### src/rtl/pet_needs_pkg.sv
// Shared definitions for the virtual-pet needs tracker: stat width, mood codes, mood helper.
// Latency: n/a (types, constants and a pure function only).
// Backpressure: n/a.
package pet_needs_pkg;

    localparam int STAT_W  = 3;
    localparam int STATE_W = 3;

    typedef enum logic [STATE_W-1:0] {
        ST_NORMAL = 3'd0,
        ST_SAD    = 3'd1,
        ST_TIRED  = 3'd2,
        ST_HUNGRY = 3'd3,
        ST_SLEEP  = 3'd4,
        ST_DEAD   = 3'd5
    } pet_state_t;

    // Mood of an awake pet; the most urgent need wins.
    function automatic pet_state_t awake_state(
        input logic [STAT_W-1:0] h,
        input logic [STAT_W-1:0] e,
        input logic [STAT_W-1:0] p
    );
        if (h <= STAT_W'(1))      return ST_HUNGRY;
        else if (e <= STAT_W'(1)) return ST_TIRED;
        else if (p <= STAT_W'(1)) return ST_SAD;
        else                      return ST_NORMAL;
    endfunction

endpackage

### src/rtl/pet_needs_stat_counter.sv
// One pet stat: tick period counter plus a saturating value with add/sub/inc controls.
// Latency: one cycle from any control input to the registered stat.
// Backpressure: none; every control is acted on in the cycle it is presented.
//
// Ports: clk, reset (sync, active-high); decay_tick advances the period counter and
// decrements the stat on wrap; add_gain adds GAIN and clears the counter (decay dropped);
// sub_one / inc_one nudge the stat by one; stat is the saturated value 0..STAT_MAX.
module stat_counter
    import pet_needs_pkg::*;
#(
    parameter int PERIOD   = 6,
    parameter int STAT_MAX = 5,
    parameter int GAIN     = 2
) (
    input  logic              clk,
    input  logic              reset,
    input  logic              decay_tick,
    input  logic              add_gain,
    input  logic              sub_one,
    input  logic              inc_one,
    output logic [STAT_W-1:0] stat
);

    localparam int CNT_W = (PERIOD > 1) ? $clog2(PERIOD) : 1;
    localparam int SUM_W = STAT_W + 2;

    logic [CNT_W-1:0] cnt;
    logic             wrap;
    logic [SUM_W-1:0] up;
    logic [SUM_W-1:0] down;
    logic [SUM_W-1:0] raw_next;
    logic [STAT_W-1:0] stat_next;

    assign wrap = decay_tick && (cnt == CNT_W'(PERIOD - 1));

    // Work in a wider unsigned domain so both saturation ends are simple compares.
    always_comb begin
        up   = SUM_W'(stat) + SUM_W'(inc_one);
        down = SUM_W'(wrap) + SUM_W'(sub_one);
        if (add_gain) begin
            // The add wins over a coincident wrap; the decay is simply dropped.
            raw_next = SUM_W'(stat) + SUM_W'(GAIN);
        end else if (up > down) begin
            raw_next = up - down;
        end else begin
            raw_next = '0;
        end
        stat_next = (raw_next > SUM_W'(STAT_MAX)) ? STAT_W'(STAT_MAX) : raw_next[STAT_W-1:0];
    end

    always_ff @(posedge clk) begin
        if (reset) begin
            stat <= STAT_W'(STAT_MAX);
            cnt  <= '0;
        end else begin
            stat <= stat_next;
            if (add_gain) begin
                cnt <= '0;
            end else if (decay_tick) begin
                cnt <= wrap ? '0 : cnt + CNT_W'(1);
            end
        end
    end

endmodule

### src/rtl/pet_needs.sv
// Virtual-pet needs tracker: three decaying stats, button commands and a mood FSM.
// Latency: tick is combinational from secondpassed; stats and mood register one cycle later.
// Backpressure: none; buttons arriving while asleep or dead are dropped.
//
// Ports: clk, reset (sync, active-high); secondpassed timebase (each edge is a tick);
// btn_feed/btn_sleep/btn_play one-cycle commands; hunger/energy/happiness stats;
// pet_state mood code (pet_state_t); tick one-cycle pulse per detected timebase edge.
module pet_needs
    import pet_needs_pkg::*;
#(
    parameter int STAT_MAX      = 5,
    parameter int HUNGER_PERIOD = 6,
    parameter int ENERGY_PERIOD = 8,
    parameter int HAPPY_PERIOD  = 5,
    parameter int GAIN          = 2
) (
    input  logic               clk,
    input  logic               reset,
    input  logic               secondpassed,
    input  logic               btn_feed,
    input  logic               btn_sleep,
    input  logic               btn_play,
    output logic [STAT_W-1:0]  hunger,
    output logic [STAT_W-1:0]  energy,
    output logic [STAT_W-1:0]  happiness,
    output logic [STATE_W-1:0] pet_state,
    output logic               tick
);

    logic       sp_q;
    pet_state_t state;
    pet_state_t state_next;
    logic       frozen;
    logic       sleeping;
    logic       feed_go;
    logic       play_go;

    // sp_q follows the input in reset too, so releasing reset never produces a false tick.
    always_ff @(posedge clk) begin
        sp_q <= secondpassed;
    end

    assign tick = (secondpassed ^ sp_q) & ~reset;

    // Both hunger and energy empty freezes the stats in the same cycle, a cycle before
    // the mood register shows DEAD, so nothing can revive the pet in between.
    assign frozen   = (state == ST_DEAD) || ((hunger == '0) && (energy == '0));
    assign sleeping = (state == ST_SLEEP);
    assign feed_go  = btn_feed & ~btn_sleep & ~sleeping & ~frozen;
    assign play_go  = btn_play & ~btn_feed & ~btn_sleep & ~sleeping & ~frozen & (energy != '0);

    always_ff @(posedge clk) begin
        if (reset) begin
            state <= ST_NORMAL;
        end else begin
            state <= state_next;
        end
    end

    always_comb begin
        state_next = state;
        if (frozen) begin
            state_next = ST_DEAD;
        end else if (state == ST_SLEEP) begin
            if (energy == STAT_W'(STAT_MAX)) begin
                state_next = awake_state(hunger, energy, happiness);
            end
        end else if (btn_sleep) begin
            state_next = ST_SLEEP;
        end else begin
            state_next = awake_state(hunger, energy, happiness);
        end
    end

    assign pet_state = state;

    stat_counter #(
        .PERIOD   (HUNGER_PERIOD),
        .STAT_MAX (STAT_MAX),
        .GAIN     (GAIN)
    ) u_hunger (
        .clk        (clk),
        .reset      (reset),
        .decay_tick (tick & ~frozen),
        .add_gain   (feed_go),
        .sub_one    (1'b0),
        .inc_one    (1'b0),
        .stat       (hunger)
    );

    stat_counter #(
        .PERIOD   (HAPPY_PERIOD),
        .STAT_MAX (STAT_MAX),
        .GAIN     (GAIN)
    ) u_happiness (
        .clk        (clk),
        .reset      (reset),
        .decay_tick (tick & ~frozen),
        .add_gain   (play_go),
        .sub_one    (1'b0),
        .inc_one    (1'b0),
        .stat       (happiness)
    );

    // While asleep the energy period counter holds and each tick recharges instead.
    stat_counter #(
        .PERIOD   (ENERGY_PERIOD),
        .STAT_MAX (STAT_MAX),
        .GAIN     (GAIN)
    ) u_energy (
        .clk        (clk),
        .reset      (reset),
        .decay_tick (tick & ~frozen & ~sleeping),
        .add_gain   (1'b0),
        .sub_one    (play_go),
        .inc_one    (tick & sleeping & ~frozen),
        .stat       (energy)
    );

endmodule

### config.mk
export PLATFORM = sky130hd
export DESIGN_NAME = pet_needs
export DESIGN_NICKNAME = d
export VERILOG_FILES = /design/src/rtl/pet_needs_pkg.sv /design/src/rtl/pet_needs_stat_counter.sv /design/src/rtl/pet_needs.sv
export SDC_FILE = /design/constraint.sdc
export NUM_CORES = 1
export LEC_CHECK = 0
export CORE_ASPECT_RATIO = 1.1
export CORE_MARGIN = 4
export CORE_UTILIZATION = 56
export DETAILED_ROUTE_END_ITERATION = 6
export HOLD_SLACK_MARGIN = 0.02
export PLACE_DENSITY = 0.88
export SYNTH_ARGS = -nofsm -noshare
export SYNTH_HDL_FRONTEND = slang
export SYNTH_HIERARCHICAL = 1
export SYNTH_SLANG_ARGS = --single-unit
### constraint.sdc
create_clock -name clk -period 3.7 [get_ports clk]
set_input_delay 0.555 -clock clk [delete_from_list [all_inputs] [get_ports clk]]
set_output_delay 0.555 -clock clk [all_outputs]
set_load 0.01 [all_outputs]
# After elaboration in Yosys (flattened, before gate mapping)
# Index checks and enable logic that the tools add are counted.
dict set report word_totals {
  word_cells 84
  reg_bits 22
}
dict set report classes {
  n_bitwise 19
  reduce_logical 14
  add_sub_neg 10
  eq_ne 8
  n_mux 15
  magnitude_cmp 9
}
# cell n
set op_table {}
lappend op_table {{3-bit two-way mux} 9}
lappend op_table {{5-bit two-way mux} 5}
lappend op_table {{3-bit equality test (second input constant)} 6}
lappend op_table {{5-bit by 3-bit greater-than comparator with 1-bit output (second input constant)} 3}
lappend op_table {{1-bit AND} 13}
lappend op_table {{2-bit OR reduction} 6}
lappend op_table {{3-bit by 1-bit adder with 3-bit output (second input constant)} 3}
lappend op_table {{3-bit by 1-bit <= comparator with 1-bit output (second input constant)} 3}
lappend op_table {{3-bit by 2-bit adder with 4-bit output (second input constant)} 2}
lappend op_table {{3-bit by 1-bit subtractor with 4-bit output} 2}
lappend op_table {{3-bit by 1-bit greater-than comparator with 1-bit output} 2}
lappend op_table {{3-bit logical NOT} 2}
lappend op_table {{5-bit greater-than comparator} 1}
lappend op_table {{1-bit NOT} 5}
lappend op_table {{5-bit subtractor} 1}
lappend op_table {{3-bit by 1-bit adder with 4-bit output} 1}
lappend op_table {{1-bit logical AND} 4}
lappend op_table {{3-bit by 2-bit inequality test with 1-bit output (second input constant)} 1}
lappend op_table {{3-bit nonzero test} 1}
lappend op_table {{1-bit by 1-bit adder with 2-bit output} 1}
lappend op_table {{2-bit by 1-bit inequality test with 1-bit output (second input constant)} 1}
lappend op_table {{1-bit logical OR} 1}
lappend op_table {{1-bit two-way mux} 1}
lappend op_table {{1-bit bitwise XOR} 1}

# Longest topological paths before layout
dict set report logic_depth {
  ltp_word 12
  depth_mapped 13
}

# Cells and area by module
# The synthesis kept the hierarchy.
# mod area_each_um2 n_inst cells_per_inst
set modules_own_cells {}
lappend modules_own_cells {{stat_counter (u_hunger)} 503.0 1 56}
lappend modules_own_cells {{stat_counter (u_happiness)} 496.7 1 58}
lappend modules_own_cells {{stat_counter (u_energy)} 483.0 1 56}
lappend modules_own_cells {pet_needs 240.2 1 32}

# Least setup slack after synthesis
# Ideal clock, no wire load.
dict set report synth_timing {
  path_kind {input -> register}
  start {input port secondpassed}
  end {register u_happiness.stat[1]}
  path_buffers 0
  stages 12
  path_slack_ns 0.525
  t_arrival_ns 3.116
  t_required_ns 3.640
  path_cell_list {xnor2_1 > nor2_1 > nand2_1 > a21oi_1 > and3_1 > ha_1 > ha_1 > inv_1 > fa_1 > inv_1 > o31a_1 > and3b_1}
}
dict set report synth_via {
  elab_chain_cells 9
  word_cells_on_any_way 10
  cone_classes {add/sub (1); order compare (2); mux (2); bitwise (3); reduce/logical (2)}
}
# item line
set synth_lines {}
lappend synth_lines {{start, declared} pet_needs.sv:19} ;# input logic secondpassed,
lappend synth_lines {{1-bit bitwise XOR (*)} pet_needs.sv:43} ;# assign tick = (secondpassed ^ sp_q) & ~reset;
lappend synth_lines {{1-bit AND (*)} pet_needs.sv:43}
lappend synth_lines {{via tick} pet_needs.sv:27} ;# output logic tick
lappend synth_lines {{1-bit AND (*)} pet_needs.sv:98} ;# .decay_tick (tick & ~frozen),
lappend synth_lines {{1-bit logical AND (*)} pet_needs_stat_counter.sv:34} ;# assign wrap = decay_tick && (cnt == CNT_W'(PERIOD - 1));
lappend synth_lines {{3-bit by 1-bit subtractor with 4-bit output or 3-bit by 1-bit greater-than comparator with 1-bit output (tied branches)} {pet_needs_stat_counter.sv:44, pet_needs_stat_counter.sv:43}}
lappend synth_lines {{5-bit two-way mux (*)} pet_needs_stat_counter.sv:43} ;# end else if (up > down) begin
lappend synth_lines {{5-bit two-way mux (*)} pet_needs_stat_counter.sv:40} ;# if (add_gain) begin
lappend synth_lines {{5-bit by 3-bit greater-than comparator with 1-bit output} pet_needs_stat_counter.sv:48} ;# stat_next = (raw_next > SUM_W'(STAT_MAX)) ? STAT_W'(STAT_MAX) : raw_next[STAT_W-1:0];
lappend synth_lines {{2-bit OR reduction (no source line)} --}
lappend synth_lines {{end signal, assigned} pet_needs_stat_counter.sv:53} ;# stat <= STAT_W'(STAT_MAX);
lappend synth_lines {{end signal, assigned} pet_needs_stat_counter.sv:56} ;# stat <= stat_next;
lappend synth_lines {{end, declared} pet_needs_stat_counter.sv:21} ;# output logic [STAT_W-1:0] stat
# The timed path passes the listed nets; every way through them passes the cells marked *.
# A chain may end at the register's enable or synchronous reset.

# Worst setup path in the final report
dict set report layout_timing {
  start {register u_energy.stat[2]}
  end {register u_energy.stat[1]}
}
dict set report layout_via {
  elab_chain_cells 12
  word_cells_on_any_way 18
  cone_classes {add/sub (3); order compare (2); mux (1); bitwise (6); reduce/logical (6)}
}
# item line
set layout_lines {}
lappend layout_lines {{start, declared} pet_needs_stat_counter.sv:21}
lappend layout_lines {{start signal, assigned} pet_needs_stat_counter.sv:53}
lappend layout_lines {{start signal, assigned} pet_needs_stat_counter.sv:56}
lappend layout_lines {{parallel branches: the longest is 9 deep, another holds 5-bit subtractor} --}
lappend layout_lines {{5-bit two-way mux (*)} pet_needs_stat_counter.sv:43}
lappend layout_lines {{5-bit by 3-bit greater-than comparator with 1-bit output} pet_needs_stat_counter.sv:48}
lappend layout_lines {{2-bit OR reduction (no source line)} --}
# Every way passes the cells marked *.

==> metrics.cfg <==
[status]
outcome = finished clean

[power_and_ir_drop]
comb_power_share_pct = 55.2
max-vdd-ir-drop_mv = 0.393
seqPwrFrac_pct = 32.0
p_int_w = 0.000627
net-switching-power_w = 0.000395
power.density_nw_per_um2 = 507
p_leak_nw = 0.880
p_clk_share_pct = 12.9
swShare_pct = 38.7

[synth]
syn_area_sq_um = 1720
ys_ff_latch = 22
synth_area_per_cell_sq_um = 8.53
synth_ff_type = dfxtp_1
seq_area_frac_synth_pct = 25.6
async_reset_ff_share_pct = 0
synth_cells = 202
synth_edf_count = 0
yosysWarnings = 6
ys_types = 37

[critical_path]
crit_fanout = 6
rr_endpoint = u_energy/stat[1]
crit_required_ns = 3.91
path_class = flop to flop
r2r_cells = 12
regToRegSetupSlack_ns = 0.41
reg2reg_from = u_energy/stat[2]
worst_ep_arrival_time_ns = 3.49
end_kind = flop
cp-start-kind = flop

[clock_network]
clkLatencyLatePin_ns = 0.31
path_clk_slew_ns = 0.11
post_cts_buffers = 0
clockBufferDepth = 2
root_buffer = clkbuf_4
cts_max_level = 1
cts-resized-gates = 0
cts_tree = built
cts_hold_buf = 0
cts-buffers-inserted = 3
clock-sinks = 22

[floorplan]
rows = 20
core_sq_um = 2850
die_h_microns = 66.2
dieWidth_microns = 60.9
dieArea_sq_um = 4030
start_util_pct = 60.4
pin_count = 19

[placement]
io_buffers = 18
gp_congestion = 0.871
post-dp-hpwl_microns = 2780

[timing]
tns_ns = 0
setup-violations-final = 0
finalCriticalPeriod_ns = 3.29
min_period_over_period_pct = 88.9
maxSlewHeadroom_pct = 65.1
hold_viol_final = 0
timing.fmax_ghz = 0.304
finalMaxSlewViolations = 0
rsz0062_at_grt = false
worst_slew_pin_slew_ns = 0.522
skew_ns = 0.00950

[finish]
register_area_sq_um = 440
drive_gt1_share_pct = 11.3
fin_util_pct = 70.6
fin_nets = 264
multiInputGateArea_sq_um = 1230
fillers = 246
area_growth_syn_to_layout_pct = 16.9
num_antenna_cells = 0

[drt]
vias = 1460
drt_pass1_iterations = 4
drt.antenna.violating_nets = 0
drc = 0
drt_iter0_markers = 43
drt-vias-per-instance = 5.55
totalWireLength_microns = 3470
wl_per_cell_microns = 13.2

[global_routing]
grt-ovfl-total = 0
grt_use_total_pct = 18.5
antenna_found_initial = 0
grt_max_degree = 16
grt_pass1_vias = 1346
grt_pass1_wl_microns = 5800

[worst_hold_path]
hold_path_end = u_happiness/stat[0]
holdPathStages = 2
hp-start = u_happiness/stat[0]
hold_path_class = flop to flop

[flow_run]
max_cap_violations = 0

kinds of logic after synthesis:
kind of cell | synth area share [%]
AND/OR/NAND/NOR | 30.1
flip-flops | 25.6
multiplexers | 0.654
AO/OA/AOI/OAI | 13.4
buffers and inverters | 4.36
XOR/XNOR | 4.87
other | 0.218
adder cells (fa/ha/maj) | 20.9
per-stage QoR:
stage          cell area (sq um)  std cells  setup WS (ns)  hold WS [ns]  power (W)
2_1_floorplan               1750        208          0.525         0.498   0.000735
6_report                    2010        263          0.413         0.543    0.00102
4_1_cts                     2010        263          0.407         0.544    0.00102
3_5_place_dp                1980        259          0.257         0.509   0.000890
5_1_grt                     2010        263          0.234         0.569    0.00111
3_3_place_gp                1980        259          0.323         0.514   0.000885
worst max path at each step:
stage                           startpoint             endpoint  depth (start not counted)
after detailed placement      secondpassed  u_happiness/stat[0]                         14
after CTS                 u_energy/stat[2]     u_energy/stat[1]                         12
after global placement        secondpassed  u_happiness/stat[0]                         14
after floorplan               secondpassed  u_happiness/stat[1]                         12
final                     u_energy/stat[2]     u_energy/stat[1]                         12
after global routing      u_energy/stat[2]     u_energy/stat[0]                         13
worst max-delay path, cell delays in order (launching register included):
cell and delay (ns):
dfxtp_1 0.41, or3_1 0.35, or4_4 0.46, nand2_1 0.12, nor2_1 0.09, and2_1 0.16, ha_1 0.27, ha_1 0.22
inv_1 0.08, fa_1 0.41, nor4_1 0.32, nor2_1 0.12, and3b_1 0.19
power groups by stage:
stage	logic (W)	registers [W]	clock network, W
floorplan	0.000399	0.000336	0
detailed placement	0.000558	0.000333	0
finish	0.000563	0.000326	0.000131
global route	0.000627	0.000335	0.000146
CTS	0.000562	0.000327	0.000135
global placement	0.000553	0.000332	0
layer usage:
layer | track usage, % | wire (microns) | up-vias
met1 | 24.9 | 1630 | 668
met2 | 31.3 | 1670 | 29
met3 | 2.34 | 162 | 2
met4 | 3.79 | 10 | 0
met5 | 0 | 0 | -
li1 | - | - | 761
final cells by class:
cell class / instances / area share, %
clock buffers: 4 / 1.80
inverters: 17 / 3.17
multi-input cells: 166 / 61.1
flip-flops and latches: 22 / 21.9
well taps: 33 / 2.05
repair buffers: 21 / 10.1
sequential cells by signal, summed over array words and instances (netlist names):
signal,flops
u_hunger/stat,3
u_happiness/cnt,3
u_happiness/stat,3
u_hunger/cnt,3
u_energy/cnt,3
pet_state,3
sp_q,1
u_energy/stat,3
cells in the final DEF, fill, tap and decap left out, types with 4 or more instances in the layout:
cell,n
ha_1,24
dfxtp_1,22
clkdlybuf4s50_1,18
nor2_1,17
nand2_1,16
inv_1,16
a21oi_1,13
nor3_1,12
o21ai_0,9
nor2b_1,7
conb_1,7
nand2b_1,6
or3_1,4
xnor2_1,4
synth_stat cells, types with 4 or more instances:
library cell / count / area share [%]
ha_1: 24 / 17
dfxtp_1: 22 / 26
nor2_1: 17 / 3.7
inv_1: 16 / 3.5
nand2_1: 16 / 3.5
a21oi_1: 13 / 3.8
nor3_1: 12 / 3.5
o21ai_0: 9 / 2.6
nor2b_1: 7 / 2.5
nand2b_1: 6 / 2.2
or3_1: 4 / 1.5
xnor2_1: 4 / 2.0
No activity file was read; power rests on OpenSTA's default activity.
